<file path="config.mk">
export PLATFORM = sky130hd
export DESIGN_NAME = qspi_rd_pack_fifo
export DESIGN_NICKNAME = d
export VERILOG_FILES = /design/src/rtl/qspi_pkg.sv /design/src/rtl/qspi_sync_fifo.sv /design/src/rtl/qspi_rd_pack_fifo.sv
export SDC_FILE = /design/constraint.sdc
export NUM_CORES = 1
export LEC_CHECK = 0
export BUFFER_PORTS_ARGS = -buffer_cell sky130_fd_sc_hd__clkbuf_2
export CORE_UTILIZATION = 55
export DETAILED_ROUTE_END_ITERATION = 6
export PLACE_DENSITY = 0.73
export SETUP_SLACK_MARGIN = 0.15
export SLEW_MARGIN = 20
export SYNTH_ARGS = -nofsm -noshare
export SYNTH_HDL_FRONTEND = slang
export SYNTH_HIERARCHICAL = 1
export SYNTH_SLANG_ARGS = --single-unit
</file>
<file path="constraint.sdc">
create_clock -name qspi_clk_i -period 7.9 [get_ports qspi_clk_i]
set_input_delay 1.58 -clock qspi_clk_i [delete_from_list [all_inputs] [get_ports qspi_clk_i]]
set_output_delay 1.58 -clock qspi_clk_i [all_outputs]
set_load 0.005 [all_outputs]
</file>
<file path="src/rtl/qspi_pkg.sv">
// qspi_pkg: shared QSPI constants and the {be, data} read FIFO entry type.
package qspi_pkg;
  localparam logic [1:0] FMODE_IND_WR = 2'b00;
  localparam logic [1:0] FMODE_IND_RD = 2'b01;
  localparam int QSPI_BYTE_W = 8;
  localparam int QSPI_WORD_W = 32;
  typedef struct packed {
    logic [QSPI_WORD_W/QSPI_BYTE_W-1:0] be;
    logic [QSPI_WORD_W-1:0] data;
  } rd_entry_t;
endpackage

</file>
<file path="src/rtl/qspi_sync_fifo.sv">
// qspi_sync_fifo: single-clock FWFT FIFO with wrapping AW+1 bit pointers, full and level.
module qspi_sync_fifo #(
  parameter int AW = 3,
  parameter int WIDTH = 36
) (
  input  logic             clk,
  input  logic             rst,
  input  logic             push,
  input  logic             pop,
  input  logic [WIDTH-1:0] wdata,
  output logic [WIDTH-1:0] rdata,
  output logic             full,
  output logic             empty,
  output logic [AW:0]      lvl
);
  logic [WIDTH-1:0] mem [2**AW];
  logic [AW:0] wptr, rptr;
  logic push_ok, pop_ok;
  assign full = (wptr[AW] != rptr[AW]) && (wptr[AW-1:0] == rptr[AW-1:0]);
  assign empty = wptr == rptr;
  assign lvl = wptr - rptr;
  assign pop_ok = pop && !empty;
  // a full FIFO still takes a word when the head leaves in the same cycle
  assign push_ok = push && (!full || pop);
  assign rdata = mem[rptr[AW-1:0]];
  always_ff @(posedge clk) begin
    if (push_ok && !rst) mem[wptr[AW-1:0]] <= wdata;
  end
  always_ff @(posedge clk) begin
    if (rst) begin
      wptr <= '0;
      rptr <= '0;
    end else begin
      if (push_ok) wptr <= wptr + 1'b1;
      if (pop_ok) rptr <= rptr + 1'b1;
    end
  end
endmodule

</file>
<file path="src/rtl/qspi_rd_pack_fifo.sv">
// qspi_rd_pack_fifo: packs QSPI read bytes little-endian into 32-bit words and buffers them.
// Optional level threshold flag enabled by QSPI_RD_FIFO_THRESH_EN.
module qspi_rd_pack_fifo
  import qspi_pkg::*;
#(
  parameter int AW = 3
) (
  input  logic          qspi_clk_i,
  input  logic          qspi_rst_i,
  input  logic          rd_fifo_clr_n_i,
  input  logic          rd_fifo_wrreq_n_i,
  input  logic [7:0]    rd_fifo_dat_i,
  input  logic          rd_flush_i,
  input  logic          rd_word_rdreq_i,
  output logic [31:0]   rd_word_dat_o,
  output logic [3:0]    rd_word_be_o,
  output logic          rd_word_vld_o,
  output logic          rd_fifo_full_o,
  output logic [AW:0]   rd_fifo_lvl_o,
  output logic          rd_ovf_o,
  input  logic [AW:0]   rd_thresh_i,
  output logic          rd_thresh_o
);
  logic clr, strobe, push, empty;
  logic [1:0] bi, nbi;
  logic [23:0] acc;
  logic [31:0] w;
  rd_entry_t wr_entry, head;
  assign clr = qspi_rst_i | ~rd_fifo_clr_n_i;
  assign strobe = ~rd_fifo_wrreq_n_i;
  assign nbi = bi + {1'b0, strobe};
  // the incoming byte is merged before any flush decision, so a completing byte yields one full push
  always_comb begin
    w = {8'h00, acc};
    if (strobe) w[{bi, 3'b000} +: 8] = rd_fifo_dat_i;
  end
  assign push = (strobe && bi == 2'd3) || (rd_flush_i && nbi != 2'd0);
  assign wr_entry = '{be: (strobe && bi == 2'd3) ? 4'hf : 4'((4'd1 << nbi) - 4'd1), data: w};
  always_ff @(posedge qspi_clk_i) begin
    if (clr) begin
      bi <= '0;
      acc <= '0;
      rd_ovf_o <= 1'b0;
    end else begin
      bi <= push ? 2'd0 : nbi;
      acc <= push ? 24'd0 : w[23:0];
      if (push && rd_fifo_full_o && !rd_word_rdreq_i) rd_ovf_o <= 1'b1;
    end
  end
  qspi_sync_fifo #(.AW(AW), .WIDTH($bits(rd_entry_t))) u_fifo (
    .clk(qspi_clk_i),
    .rst(clr),
    .push(push),
    .pop(rd_word_rdreq_i),
    .wdata(wr_entry),
    .rdata(head),
    .full(rd_fifo_full_o),
    .empty(empty),
    .lvl(rd_fifo_lvl_o)
  );
  assign rd_word_vld_o = ~empty;
  assign rd_word_dat_o = empty ? 32'h0 : head.data;
  assign rd_word_be_o = empty ? 4'h0 : head.be;
`ifdef QSPI_RD_FIFO_THRESH_EN
  always_ff @(posedge qspi_clk_i) begin
    if (qspi_rst_i) rd_thresh_o <= 1'b0;
    else rd_thresh_o <= rd_fifo_lvl_o >= rd_thresh_i;
  end
`else
  logic unused_thresh;
  assign unused_thresh = ^rd_thresh_i;
  assign rd_thresh_o = 1'b0;
`endif
endmodule
</file>
=== Yosys cells after proc, flatten, opt, wreduce, memory -nomap -nowiden ===
Memory sizes are Yosys's and may differ from the RTL's. A register that Yosys moved wholly into a read port is not among the register bits.
Index checks and enable logic that the tools add are counted.

* Bits in registers: 35
* RAM bits: 288
* Input bits: 18
* Logic and storage cells: 48
* Memories: 1

* $add $sub $neg: 6
* Equality and inequality tests: 4
* Shift operators: 3
* Mux-type cells: 9
* Bitwise operators: 4
* Reductions and logical operators: 16

{| class="wikitable"
|+ Memory list
! memory !! words !! bits a word !! rd ports !! clocked after memory_dff !! wr ports !! line !! source
|-
| u_fifo.mem || 8 || 36 || 1 || 1 || 1 || qspi_sync_fifo.sv:16 || <nowiki>logic [WIDTH-1:0] mem [2**AW];</nowiki>
|}

{| class="wikitable"
|+ Operators with widths
! kind !! count
|-
| two-way mux 32 bit || 2
|-
| bitwise mux 32 bit || 1
|-
| variable shift 8 x 7 -> 32 bit (first input constant) || 1
|-
| indexed part select 8 x 7 -> 32 bit || 1
|-
| adder 4 x 1 -> 4 bit (second input constant) || 2
|-
| logical AND 1 bit || 8
|-
| two-way mux 4 bit || 2
|-
| negation 5 -> 7 bit || 1
|-
| two-way mux 3 bit || 2
|-
| == test 4 bit || 1
|-
| logical NOT 1 bit || 4
|-
| << shifter 1 x 2 -> 4 bit (first input constant) || 1
|-
| subtractor 4 x 1 -> 4 bit (second input constant) || 1
|-
| subtractor 4 bit || 1
|-
| == test 3 bit || 1
|-
| inverter 1 bit || 3
|-
| adder 2 x 1 -> 2 bit || 1
|-
| == test 2 bit (second input constant) || 1
|-
| logical OR 1 bit || 2
|-
| two-way mux 1 bit || 2
|-
| nonzero test 2 bit || 1
|-
| OR reduction 2 bit || 1
|-
| != test 1 bit || 1
|-
| bitwise OR 1 bit || 1
|}

=== Logic depth before layout (Yosys ltp) ===
Gate-level depths: netlist of the first run.

* Depth after elaboration: 9
* Gate-level depth with buffers: 10
* Gate-level depth less buffers: 8

=== Cells and area by module ===
Netlist of the first run, hierarchy kept.

{| class="wikitable"
|+ By module, submodules not included
! module !! times used !! cells each !! area an instance (um^2)
|-
| qspi_sync_fifo || 1 || 491 || 11731.3
|-
| qspi_rd_pack_fifo || 1 || 213 || 1695.4
|}

=== Least setup slack after synthesis of the first run ===
Ideal clock, no wire load.

* Kind: input -> register
* Start: input rd_fifo_wrreq_n_i
* End: memory u_fifo.mem[0][0] (enable)
* Library setup time: 474 ps
* Data arrival time: 5457 ps
* Required time: 7426 ps
* Slack: 1969 ps
* Stages: 10
* Path buffers: 2
* Cells stage by stage: clkbuf_2 > inv_1 > ha_1 > xor2_1 > o21a_1 > buf_2 > or2_2 > nor3b_1 > nand2_1 > nor3_1

* Longest elaborated chain between the ends: 9
* Elaborated cells between the ends (all ways): 10
* Those cells by class: add/sub: 1; mux: 2; bitwise: 1; reduce/logical: 6

{| class="wikitable"
|+ Ends and longest elaborated chain
! element !! line !! source
|-
| start: declaration || qspi_rd_pack_fifo.sv:11 || <nowiki>input logic rd_fifo_wrreq_n_i,</nowiki>
|-
| inverter 1 bit * || qspi_rd_pack_fifo.sv:30 || <nowiki>assign strobe = ~rd_fifo_wrreq_n_i;</nowiki>
|-
| adder 2 x 1 -> 2 bit || qspi_rd_pack_fifo.sv:31 || <nowiki>assign nbi = bi + {1'b0, strobe};</nowiki>
|-
| nonzero test 2 bit || qspi_rd_pack_fifo.sv:37 || <nowiki>assign push = (strobe && bi == 2'd3) || (rd_flush_i && nbi != 2'd0);</nowiki>
|-
| logical AND 1 bit || qspi_rd_pack_fifo.sv:37 ||
|-
| logical OR 1 bit * || qspi_rd_pack_fifo.sv:37 ||
|-
| net push || qspi_rd_pack_fifo.sv:24 || <nowiki>logic clr, strobe, push, empty;</nowiki>
|-
| logical AND 1 bit * || qspi_sync_fifo.sv:24 || <nowiki>assign push_ok = push && (!full || pop);</nowiki>
|-
| logical AND 1 bit * || qspi_sync_fifo.sv:27 || <nowiki>if (push_ok && !rst) mem[wptr[AW-1:0]] <= wdata;</nowiki>
|-
| two-way mux 1 bit * || qspi_sync_fifo.sv:27 ||
|-
| two-way mux 1 bit (not written as such) * || qspi_sync_fifo.sv:27 ||
|-
| end: declaration || qspi_sync_fifo.sv:16 ||
|}

Mark *: on every way through the listed nets, which the timed path passes. The rest lies on a longest branch.

=== Worst setup path after layout of the first run ===
* Start: input rd_fifo_wrreq_n_i
* End: memory u_fifo.mem[6][24] (enable)

Same word-level chain as after synthesis.

==> implementation parameters, run 1 <==
Parameter                              Value

Logic synthesis
  Most instantiated flip-flop cell in the synthesis netlist ... edfxtp_1
  Warning count from the yosys run ... 6
  Count of state elements after synthesis ... around 330
  Total standard cell area after synthesis ... between 10000 and 15000 um^2
  Average cell area after synthesis ... approximately 19 um^2
  Portion of the post-synthesis area used by sequential elements ... 0.701
  Number of synthesized flops with an enable pin ... 288
  Count of different cell masters after synthesis ... 48
  Synth async-reset ratio ... 0
  Number of instances in the synthesized netlist ... 704
  Post-synthesis net count ... between 700 and 800

Setup path
  Type of destination of the critical path ... flop
  Worst-path fanout max ... 27
  Required time of the critical path ... between 8 and 9 ns
  Path type of the worst setup path ... primary input to flop
  Category of the worst setup path launch point ... primary input
  Worst endpoint data arrival time ... 5.15 ns

Clock network
  Clock tree from TritonCTS ... built
  CTS clk-pin slew, worst paths ... about 0.060 ns
  Number of buffers created by CTS ... 34
  Buffer type at the clock tree root ... clkbuf_16
  TritonCTS sink count ... roughly 330
  Count of hold buffers inserted by post-cts repair ... 0
  H-tree depth reported by CTS ... 2
  Post-cts sizing count ... 0
  Post-CTS setup repair buffer count ... 0
  Longest Clk Path Bufs ... 3
  Clock latency at the later pin of the worst-skew pair ... approximately 0.5 ns

STA
  Highest attainable clock frequency ... approximately 200 MHz
  RSZ-0062 raised after global routing ... no
  Worst-case headroom to the max-slew limit ... 0.283
  Post-route clock skew ... 0.0197 ns
  Share of the clock period used by the worst path after layout ... 0.630
  Final setup violation count ... 0
  Pins Over Slew Limit ... 0
  Minimum clock period ... around 5 ns
  Final TNS setup ... 0 ns
  Post-layout worst setup margin ... 2.92 ns
  Endpoints failing hold ... 0
  Slew of the pin with the lowest slew margin ... about 1.1 ns

Drt
  Mean number of vias per cell ... 5.98
  ANT nets after route ... 0
  DRC violation count after routing ... 0
  Final WL ... ~26000 um
  Drt first pass iters ... 6
  Mean routed wirelength per cell ... roughly 23 um
  DR iter-0 viols ... around 500
  Total number of vias ... about 6700

Cells and area
  Final net count ... roughly 800
  Sequential Area ... 9420 um^2
  Area added between synthesis and finish ... 12.7%
  Post-layout utilization of the core ... 0.639
  Final standard cell area without fillers ... between 15000 and 20000 um^2
  Fill cells ... 1672
  Antenna Cells ... 0
  Footprint of the multi-input gates ... 3760 um^2
  Fraction of layout cells with a size suffix above 1 ... 0.216

Floorplan
  Number of top-level pins ... 62
  Starting density of the core ... 0.567
  Die area ... approximately 25000 um^2
  Die width ... 158 um
  Row cnt ... between 50 and 60
  Overall die height ... 158 um
  Floorplan core area ... roughly 24000 um^2

Flow run
  Number of maximum-capacitance constraint violations ... 0

Place
  Placement Setup Slack ... 2.41 ns
  Routability Congestion ... between 0.8 and 0.9
  Post-DP HPWL ... 14700 um
  Count of input and output buffers ... 56
  Post-placement cell area ... roughly 14000 um^2

Global route
  First-pass GRT wire length ... ~39000 um
  Vias in the first global route ... between 6000 and 7000
  Maximum number of pins on one net before global-route repair ... 73
  Total gr overflow ... 0
  Total global routing track utilization ... 0.213
  Initial antenna violation count ... 0

Outcome
  Result of the run ... complete, no violations

Power
  Worst supply voltage drop on vdd ... 216 uV
  Static Leak ... slightly below 5 nW
  Power density normalized to cell area ... 230 nW/um^2

Min path
  Worst hold path class ... flop to flop
-- cell usage in the layout (no fill, tap or decap), drive strengths merged, types with 2 or more instances in the layout --
cell,Yosys,routed
nand3,10,10
a21oi,2,2
inv,23,24
nor3,14,14
ha,11,11
mux2i,2,2
a211oi,11,11
o21ai,3,3
a22o,3,3
and4bb,2,2
bufinv,0,2
clkbuf,10,104
mux4,72,72
edfxtp,288,288
nor2,16,16
nand2b,6,6
dfxtp,38,38
nor3b,9,9
clkinv,0,7
nand2,30,30
nand4,3,3
mux2,36,36
a32oi,10,10
xor2,5,5
nor4,3,3
and2,8,8
xnor2,6,6
buf,28,14
or3,2,2
nor2b,41,41
clkinvlp,0,2
-- critical path, cell delays in order --
cell and delay, ns:
clkbuf_2 0.20, inv_1 0.07, ha_1 0.23, xor2_1 0.30, o21a_1 0.83, or2_2 0.32
nand4b_1 0.38, nor2_4 0.84, buf_4 0.39
-- metrics by stage --
step                      hold slack (ns)  instances  total power [mW]
after global placement              0.466       1054              2.00
after CTS                           0.481       1114              3.50
after global routing                0.509       1115              3.58
after detailed placement            0.472       1054              2.00
final                               0.481       1115              3.48
after floorplan                     0.450        704              1.97
-- registers in the layout, indices dropped and copies added, names as in the netlist, named ones only --
| register | cells |
|---|---|
| acc | 24 |
| bi | 2 |
| u_fifo/wptr | 4 |
| u_fifo/mem | 288 |
| rd_ovf_o | 1 |
| u_fifo/rptr | 4 |
-- cells in the mapped netlist (9+ instances only) --
| cell | n | share of area |
|---|---|---|
| edfxtp_1 | 288 | 0.64 |
| mux4_1 | 72 | 0.14 |
| nor2b_1 | 41 | 0.019 |
| dfxtp_1 | 38 | 0.057 |
| mux2_2 | 36 | 0.030 |
| nand2_1 | 30 | 0.0084 |
| inv_1 | 23 | 0.0064 |
| nor2_1 | 16 | 0.0045 |
| nor3_1 | 14 | 0.0052 |
| a211oi_1 | 11 | 0.0062 |
| buf_1 | 11 | 0.0031 |
| ha_1 | 11 | 0.010 |
| a32oi_1 | 10 | 0.0065 |
| nand3_1 | 10 | 0.0037 |
| buf_6 | 9 | 0.0075 |
-- final cells by class --
class,count,area share
flip-flops and latches,326,0.622
well taps,319,0.0264
clock inverters,12,0.00752
repair buffers,70,0.0270
multi-input cells,317,0.249
clock buffers,48,0.0624
inverters,23,0.00570
-- kinds of logic after synthesis --
logic type	Yosys count	synth area share
simple gates	149	0.0630
flops	326	0.701
fa+ha+maj	12	0.0117
other cells	1	0.000279
xor+xnor	11	0.00773
mux	110	0.173
buf+inv	61	0.0235
compound gates	34	0.0204
-- layer usage --
layer  share of wire  vias to the layer above  track usage
met5               0                        -            0
met4           0.018                        0       0.0659
met3           0.051                       38       0.0287
met2            0.50                      218        0.357
met1            0.43                     3420        0.294
li1                -                     2988            -
-- power by group --
part,internal (mW),switching (mW)
combinational,0.0370,0.0622
clock,0.900,0.610
sequential,1.87,0.00360
total,2.80,0.676
-- path summary, 6_finish.rpt --
| kind | start | slack, ns | cells after the start | end |
|---|---|---|---|---|
| min | acc[3]$_SDFF_PP0_ | 0.48 | 2 | acc[3]$_SDFF_PP0_ |
| max | rd_fifo_wrreq_n_i | 2.92 | 9 | u_fifo/mem[6][24]$_DFFE_PP_ |
| max reg2reg | bi[0]$_SDFF_PP0_ | 3.54 | 7 | u_fifo/mem[6][24]$_DFFE_PP_ |
| min reg2reg | acc[3]$_SDFF_PP0_ | 0.48 | 2 | acc[3]$_SDFF_PP0_ |
No activity file was read; power rests on OpenSTA's default activity.
==> inputs of run 2 (changes only) <==
--- a/config.mk
+++ b/config.mk
@@ -5,6 +5,7 @@
 export SDC_FILE = /design/constraint.sdc
 export NUM_CORES = 1
 export LEC_CHECK = 0
+export ABC_AREA = 1
 export BUFFER_PORTS_ARGS = -buffer_cell sky130_fd_sc_hd__clkbuf_2
 export CORE_UTILIZATION = 55
 export DETAILED_ROUTE_END_ITERATION = 6
==> constraint.sdc (replaced) <==
create_clock -name qspi_clk_i -period 5.13 [get_ports qspi_clk_i]
set_input_delay 1.026 -clock qspi_clk_i [delete_from_list [all_inputs] [get_ports qspi_clk_i]]
set_output_delay 1.026 -clock qspi_clk_i [all_outputs]
set_load 0.005 [all_outputs]
==> implementation parameters, run 2 <==
Parameter                              Value

Logic synthesis
  Commonest cells post-synth ... edfxtp_1, nor2_1, nand2_1
  Area share of fa/ha/maj cells after synthesis ... 0.0117
  Most instantiated flip-flop cell in the synthesis netlist ... edfxtp_1
  Number of synthesized flops with an enable pin ... roughly 290
  Number of instances in the synthesized netlist ... approximately 1200
  Most frequently used cell type in the post-synthesis netlist ... edfxtp_1
  Count of state elements after synthesis ... 326
  Warning count from the yosys run ... 6
  Synth async-reset ratio ... 0
  Count of different cell masters after synthesis ... 32
  Largest cells by area after synthesis ... edfxtp_1, nor2_1, dfxtp_1
  Area fraction in compound gates after synthesis ... 0.0991
  Cell type contributing the most total cell area after synthesis ... edfxtp_1
  Post-synthesis net count ... between 1000 and 1500
  Largest family of logic cells by synthesized area ... simple AND/OR/NAND/NOR gates
  Total standard cell area after synthesis ... around 14000 um^2
  Mux cell area share after synthesis ... 0
  Xor/xnor cell area share of the yosys netlist ... 0.00259
  Average cell area after synthesis ... between 10 and 15 um^2
  Synth top area share ... 0.640
  Area share of and/or/nand/nor cells after synthesis ... 0.134
  Portion of the post-synthesis area used by sequential elements ... 0.696

Setup path
  Slowest cell on crit path ... inv_1
  Sum of buffers and inverters on the critical path ... 4
  Worst R2R Start ... bi[0]$_SDFF_PP0_
  Category of the worst setup path launch point ... flop
  Type of destination of the critical path ... output port
  Total stage count of the critical path ... 9
  Required time of the critical path ... just over 4 ns
  Cell-by-cell trace of the critical path ... inv_1 > ha_1 > nand2_1 > nor2_1 > nand2_1 > inv_1 > buf_4 > nor2_1 > clkbuf_2
  Path type of the worst setup path ... flop to output port
  Worst setup slack for register-to-register paths ... between 2 and 2.5 ns
  Worst endpoint data arrival time ... 2.88 ns
  Family with the most delay on the worst path ... buffers and inverters
  Worst-path fanout max ... 20
  CP peak stage delay ... ~0.56 ns
  Crit Reg-Reg Endpoint ... u_fifo/mem[2][16]$_DFFE_PP_
  Worst Reg-to-Reg Cells ... 10

Cells and area
  Final net count ... 1298
  Area added between synthesis and finish ... 11.7%
  Largest register FFs ... ~290
  Antenna Cells ... 0
  Post-layout utilization of the core ... 0.625
  Non-Filler Instances ... about 1600
  Highest-count cells in the layout ignoring fill and taps ... edfxtp_1, nor2_1, nand2_1, o21ai_0, inv_1
  Fraction of layout cells with a size suffix above 1 ... 0.110
  Most frequent standard cell in the layout excluding fill and tap cells ... edfxtp_1

Drt
  Mean routed wirelength per cell ... 18.1 um
  DR iter-0 viols ... 681
  Mean number of vias per cell ... 5.54
  ANT nets after route ... 0
  Drt first pass iters ... 7
  Total number of vias ... just under 9000
  Final WL ... 29300 um
  DRC violation count after routing ... 0

STA
  Pins Over Slew Limit ... 0
  Highest attainable clock frequency ... approximately 260 MHz
  Worst-case headroom to the max-slew limit ... 0.294
  Share of the clock period used by the worst path after layout ... 0.761
  Final setup violation count ... 0
  RSZ-0062 raised after global routing ... no
  Slew of the pin with the lowest slew margin ... 1.05 ns
  Post-route clock skew ... about 0.012 ns
  Endpoints failing hold ... 0
  Minimum clock period ... 3.90 ns
  Final TNS setup ... 0 ns

Power
  Combinational cell fraction of total power ... 0.044
  Power density normalized to cell area ... ~360 nW/um^2
  Sequential share of power ... 0.534
  Internal power of the cells ... ~4.3 mW
  Fraction of power consumed by the clock network ... 0.422
  Static Leak ... between 5 and 6 nW
  Worst supply voltage drop on vdd ... between 200 and 250 uV
  Sw frac ... 0.206
  Net switching power figure ... about 1.1 mW

Clock network
  CTS clk-pin slew, worst paths ... roughly 0.06 ns
  TritonCTS sink count ... 326
  Count of hold buffers inserted by post-cts repair ... 0
  Buffer type at the clock tree root ... clkbuf_16
  Clock latency at the later pin of the worst-skew pair ... 0.51 ns
  Post-CTS setup repair buffer count ... 0
  Longest Clk Path Bufs ... 3
  Post-cts sizing count ... 0
  Number of buffers created by CTS ... 34
  Clock tree from TritonCTS ... built
  H-tree depth reported by CTS ... 2

Floorplan
  Row cnt ... 57
  Overall die height ... between 150 and 200 um
  Die width ... 159 um
  Number of top-level pins ... 62
  Die area ... around 25000 um^2
  Starting density of the core ... 0.559
  Floorplan core area ... ~24000 um^2

Place
  Post-DP HPWL ... around 16000 um
  Routability Congestion ... around 0.85
  Count of input and output buffers ... 56
  DP Cell Count ... around 1600

Global route
  Total global routing track utilization ... 0.237
  First-pass GRT wire length ... between 40000 and 50000 um
  Total gr overflow ... 0
  Maximum number of pins on one net before global-route repair ... approximately 150
  Vias in the first global route ... approximately 8700
  Initial antenna violation count ... 0

Min path
  Number of cells on the worst hold path ... 2
  Min-Delay Startpoint ... rd_ovf_o$_SDFFE_PP0P_
  Terminating pin of the worst hold path ... rd_ovf_o$_SDFFE_PP0P_
  Worst hold path class ... flop to flop

Outcome
  Result of the run ... complete, no violations

Flow run
  Number of maximum-capacitance constraint violations ... 0
run 2: per-layer routing:
metal | global-route usage | up-vias | wire [um]
met2 | 0.400 | 309 | 14500
li1 | - | 4281 | -
met4 | 0.0799 | 0 | 684
met3 | 0.0298 | 56 | 1830
met5 | 0 | - | 0
met1 | 0.320 | 4305 | 12300
run 2: metrics by stage:
step	hold slack (ns)	setup WS (ns)	cell area (um^2)	power (mW)
global route	0.483	0.925	15100	5.58
CTS	0.459	1.14	15100	5.44
detailed placement	0.450	1.36	14100	3.18
floorplan	0.447	1.17	13500	3.10
global placement	0.441	1.41	14100	3.17
finish	0.460	1.23	15100	5.40
run 2: kinds of logic (layout without fill, tap and decap cells):
family | Yosys count | after routing
and+or+nand+nor | 468 | 468
xor gates and xnor gates | 4 | 4
AOI/OAI and AO/OA | 246 | 246
other | 1 | 1
adders and majority gates | 12 | 12
DFF | 326 | 326
buffers and inverters | 165 | 235
run 2: how the worst max path moves through the flow:
| stage | startpoint | slack (ns) | end |
|---|---|---|---|
| after floorplan | rd_fifo_wrreq_n_i | 1.17 | u_fifo/mem[0][0]$_DFFE_PP_ |
| after global placement | rd_fifo_wrreq_n_i | 1.41 | u_fifo/mem[2][18]$_DFFE_PP_ |
| after detailed placement | rd_fifo_wrreq_n_i | 1.36 | u_fifo/mem[2][17]$_DFFE_PP_ |
| after CTS | u_fifo/rptr[2]$_SDFFE_PP0P_ | 1.14 | rd_word_dat_o[27] |
| after global routing | u_fifo/rptr[2]$_SDFFE_PP0P_ | 0.93 | rd_word_be_o[2] |
| final | u_fifo/rptr[2]$_SDFFE_PP0P_ | 1.23 | rd_word_dat_o[23] |
run 2: area by class of cell:
type	count	area (um^2)
Clock buffer	46	947
Clock inverter	14	92.6
Fill cell	1859	9070
Inverter	103	392
Multi-Input combinational cell	731	3410
Sequential cell	326	9420
Tap cell	324	405
Timing Repair Buffer	72	438
run 2: worst register-to-register path, cell delays in order, from the launching register on:
cell and delay (ns):
dfxtp_1 0.58, ha_1 0.25, inv_1 0.04, nand2_1 0.06
nand2_1 0.10, nand2_2 0.19, nand2_2 0.10, inv_1 0.20
nand4_1 0.44, nor2_4 0.19, buf_4 0.56
run 2: power groups by stage:
stage               sequential, mW  combinational, mW  clock [mW]
finish                        2.89              0.236        2.28
global route                  2.88              0.267        2.43
CTS                           2.88              0.237        2.31
detailed placement            2.94              0.235           0
global placement              2.94              0.230           0
floorplan                     2.93              0.168           0
==> inputs of run 3 (changes only) <==
==> constraint.sdc (replaced) <==
create_clock -name qspi_clk_i -period 3.7 [get_ports qspi_clk_i]
set_input_delay 0.74 -clock qspi_clk_i [delete_from_list [all_inputs] [get_ports qspi_clk_i]]
set_output_delay 0.74 -clock qspi_clk_i [all_outputs]
set_load 0.005 [all_outputs]
==> implementation parameters, run 3 (synthesis results as in run 2) <==
Parameter                              Value

STA
  Pins Over Slew Limit ... 0
  Endpoints failing hold ... 0
  Slew of the pin with the lowest slew margin ... ~1.1 ns
  Final setup violation count ... 0
  RSZ-0062 raised after global routing ... no
  Final TNS setup ... 0 ns
  Share of the clock period used by the worst path after layout ... 0.859
  Worst-case headroom to the max-slew limit ... 0.282
  Highest attainable clock frequency ... 315 MHz
  Minimum clock period ... between 3 and 4 ns
  Post-route clock skew ... 0.0112 ns
  Post-layout worst setup margin ... ~0.52 ns

Global route
  Initial antenna violation count ... 0
  Total global routing track utilization ... 0.234
  First-pass GRT wire length ... between 40000 and 50000 um
  Vias in the first global route ... 8606
  Total gr overflow ... 0
  Maximum number of pins on one net before global-route repair ... around 150

Clock network
  Number of buffers created by CTS ... 31
  Clock latency at the later pin of the worst-skew pair ... ~0.56 ns
  Buffer type at the clock tree root ... clkbuf_16
  Post-CTS setup repair buffer count ... 0
  CTS clk-pin slew, worst paths ... about 0.06 ns
  TritonCTS sink count ... between 300 and 400
  H-tree depth reported by CTS ... 1
  Longest Clk Path Bufs ... 3
  Count of hold buffers inserted by post-cts repair ... 0
  Clock tree from TritonCTS ... built
  Post-cts sizing count ... 0

Cells and area
  Fraction of layout cells with a size suffix above 1 ... 0.118
  Antenna Cells ... 0
  Most frequent standard cell in the layout excluding fill and tap cells ... edfxtp_1
  Highest-count cells in the layout ignoring fill and taps ... edfxtp_1, nor2_1, nand2_1, o21ai_0, inv_1
  Area added between synthesis and finish ... 12.2%
  Final net count ... around 1300
  Largest register FFs ... around 290

Drt
  Final WL ... 28800 um
  DR iter-0 viols ... between 700 and 800
  Mean number of vias per cell ... 5.52
  Mean routed wirelength per cell ... between 15 and 20 um
  Total number of vias ... between 8000 and 9000
  Drt first pass iters ... 5
  DRC violation count after routing ... 0
  ANT nets after route ... 0

Place
  Placement Setup Slack ... ~0.47 ns
  Post-DP HPWL ... 16300 um
  Count of input and output buffers ... 56
  Routability Congestion ... between 0.8 and 0.9

Power
  Worst supply voltage drop on vdd ... roughly 360 uV
  Static Leak ... 5.98 nW
  Power density normalized to cell area ... ~490 nW/um^2

Outcome
  Result of the run ... complete, no violations

Setup path
  Path type of the worst setup path ... flop to output port
  Worst endpoint data arrival time ... between 2 and 2.5 ns
  Category of the worst setup path launch point ... flop
  Worst R2R Start ... bi[0]$_SDFF_PP0_
  Worst-path fanout max ... 72
  Required time of the critical path ... 2.96 ns
  Type of destination of the critical path ... output port

Floorplan
  Die area ... 25200 um^2
  Number of top-level pins ... 62
  Row cnt ... 57
  Floorplan core area ... around 24000 um^2
  Starting density of the core ... 0.559
  Die width ... roughly 160 um
  Overall die height ... around 160 um

Min path
  Min-Delay Startpoint ... rd_ovf_o$_SDFFE_PP0P_
  Worst hold path class ... flop to flop

Flow run
  Number of maximum-capacitance constraint violations ... 0
run 3: per-layer routing:
metal  global-route usage  wire, um
met5                    0         0
met4               0.0666       554
met3               0.0232      1680
met2                0.405     14400
met1                0.314     12100
run 3: layout make-up:
cell class / count / area [um^2]
Clock inverter: 18 / 170
Timing Repair Buffer: 80 / 536
Multi-Input combinational cell: 731 / 3410
Clock buffer: 40 / 840
Tap cell: 324 / 405
Sequential cell: 326 / 9410
Fill cell: 1872 / 9010
Inverter: 103 / 392
run 3: critical path, cell delays in order, from the launching register on:
cell and delay (ns):
dfxtp_2 0.33, buf_4 0.63, o21ai_0 0.25, o22ai_1 0.22
nand2_1 0.07, nand2_1 0.11, inv_1 0.05, nor2_1 0.08
clkbuf_2 0.11
run 3: final timing paths:
kind                                  to  slack (ns)  cells past startpoint
max                    rd_word_dat_o[31]        0.52                      8
min reg2reg        rd_ovf_o$_SDFFE_PP0P_        0.45                      2
max reg2reg  u_fifo/mem[0][13]$_DFFE_PP_        0.81                     10
min                rd_ovf_o$_SDFFE_PP0P_        0.45                      2
run 3: where the power goes:
| part | switching, mW | total [mW] | internal [mW] |
|---|---|---|---|
| clock | 1.30 | 3.11 | 1.81 |
| sequential | 0.00732 | 3.99 | 3.98 |
| combinational | 0.235 | 0.338 | 0.103 |
run 3: per-stage QoR:
step	hold WS (ns)	utilization	std cells	total power, mW	cell area [um^2]
4_1_cts	0.454	0.627	1622	7.48	15200
2_1_floorplan	0.447	-	1222	4.30	13500
6_report	0.452	0.627	1622	7.44	15200
3_5_place_dp	0.444	0.586	1564	4.41	14200
3_3_place_gp	0.450	0.586	1564	4.40	14200
5_1_grt	0.472	0.627	1622	7.67	15200
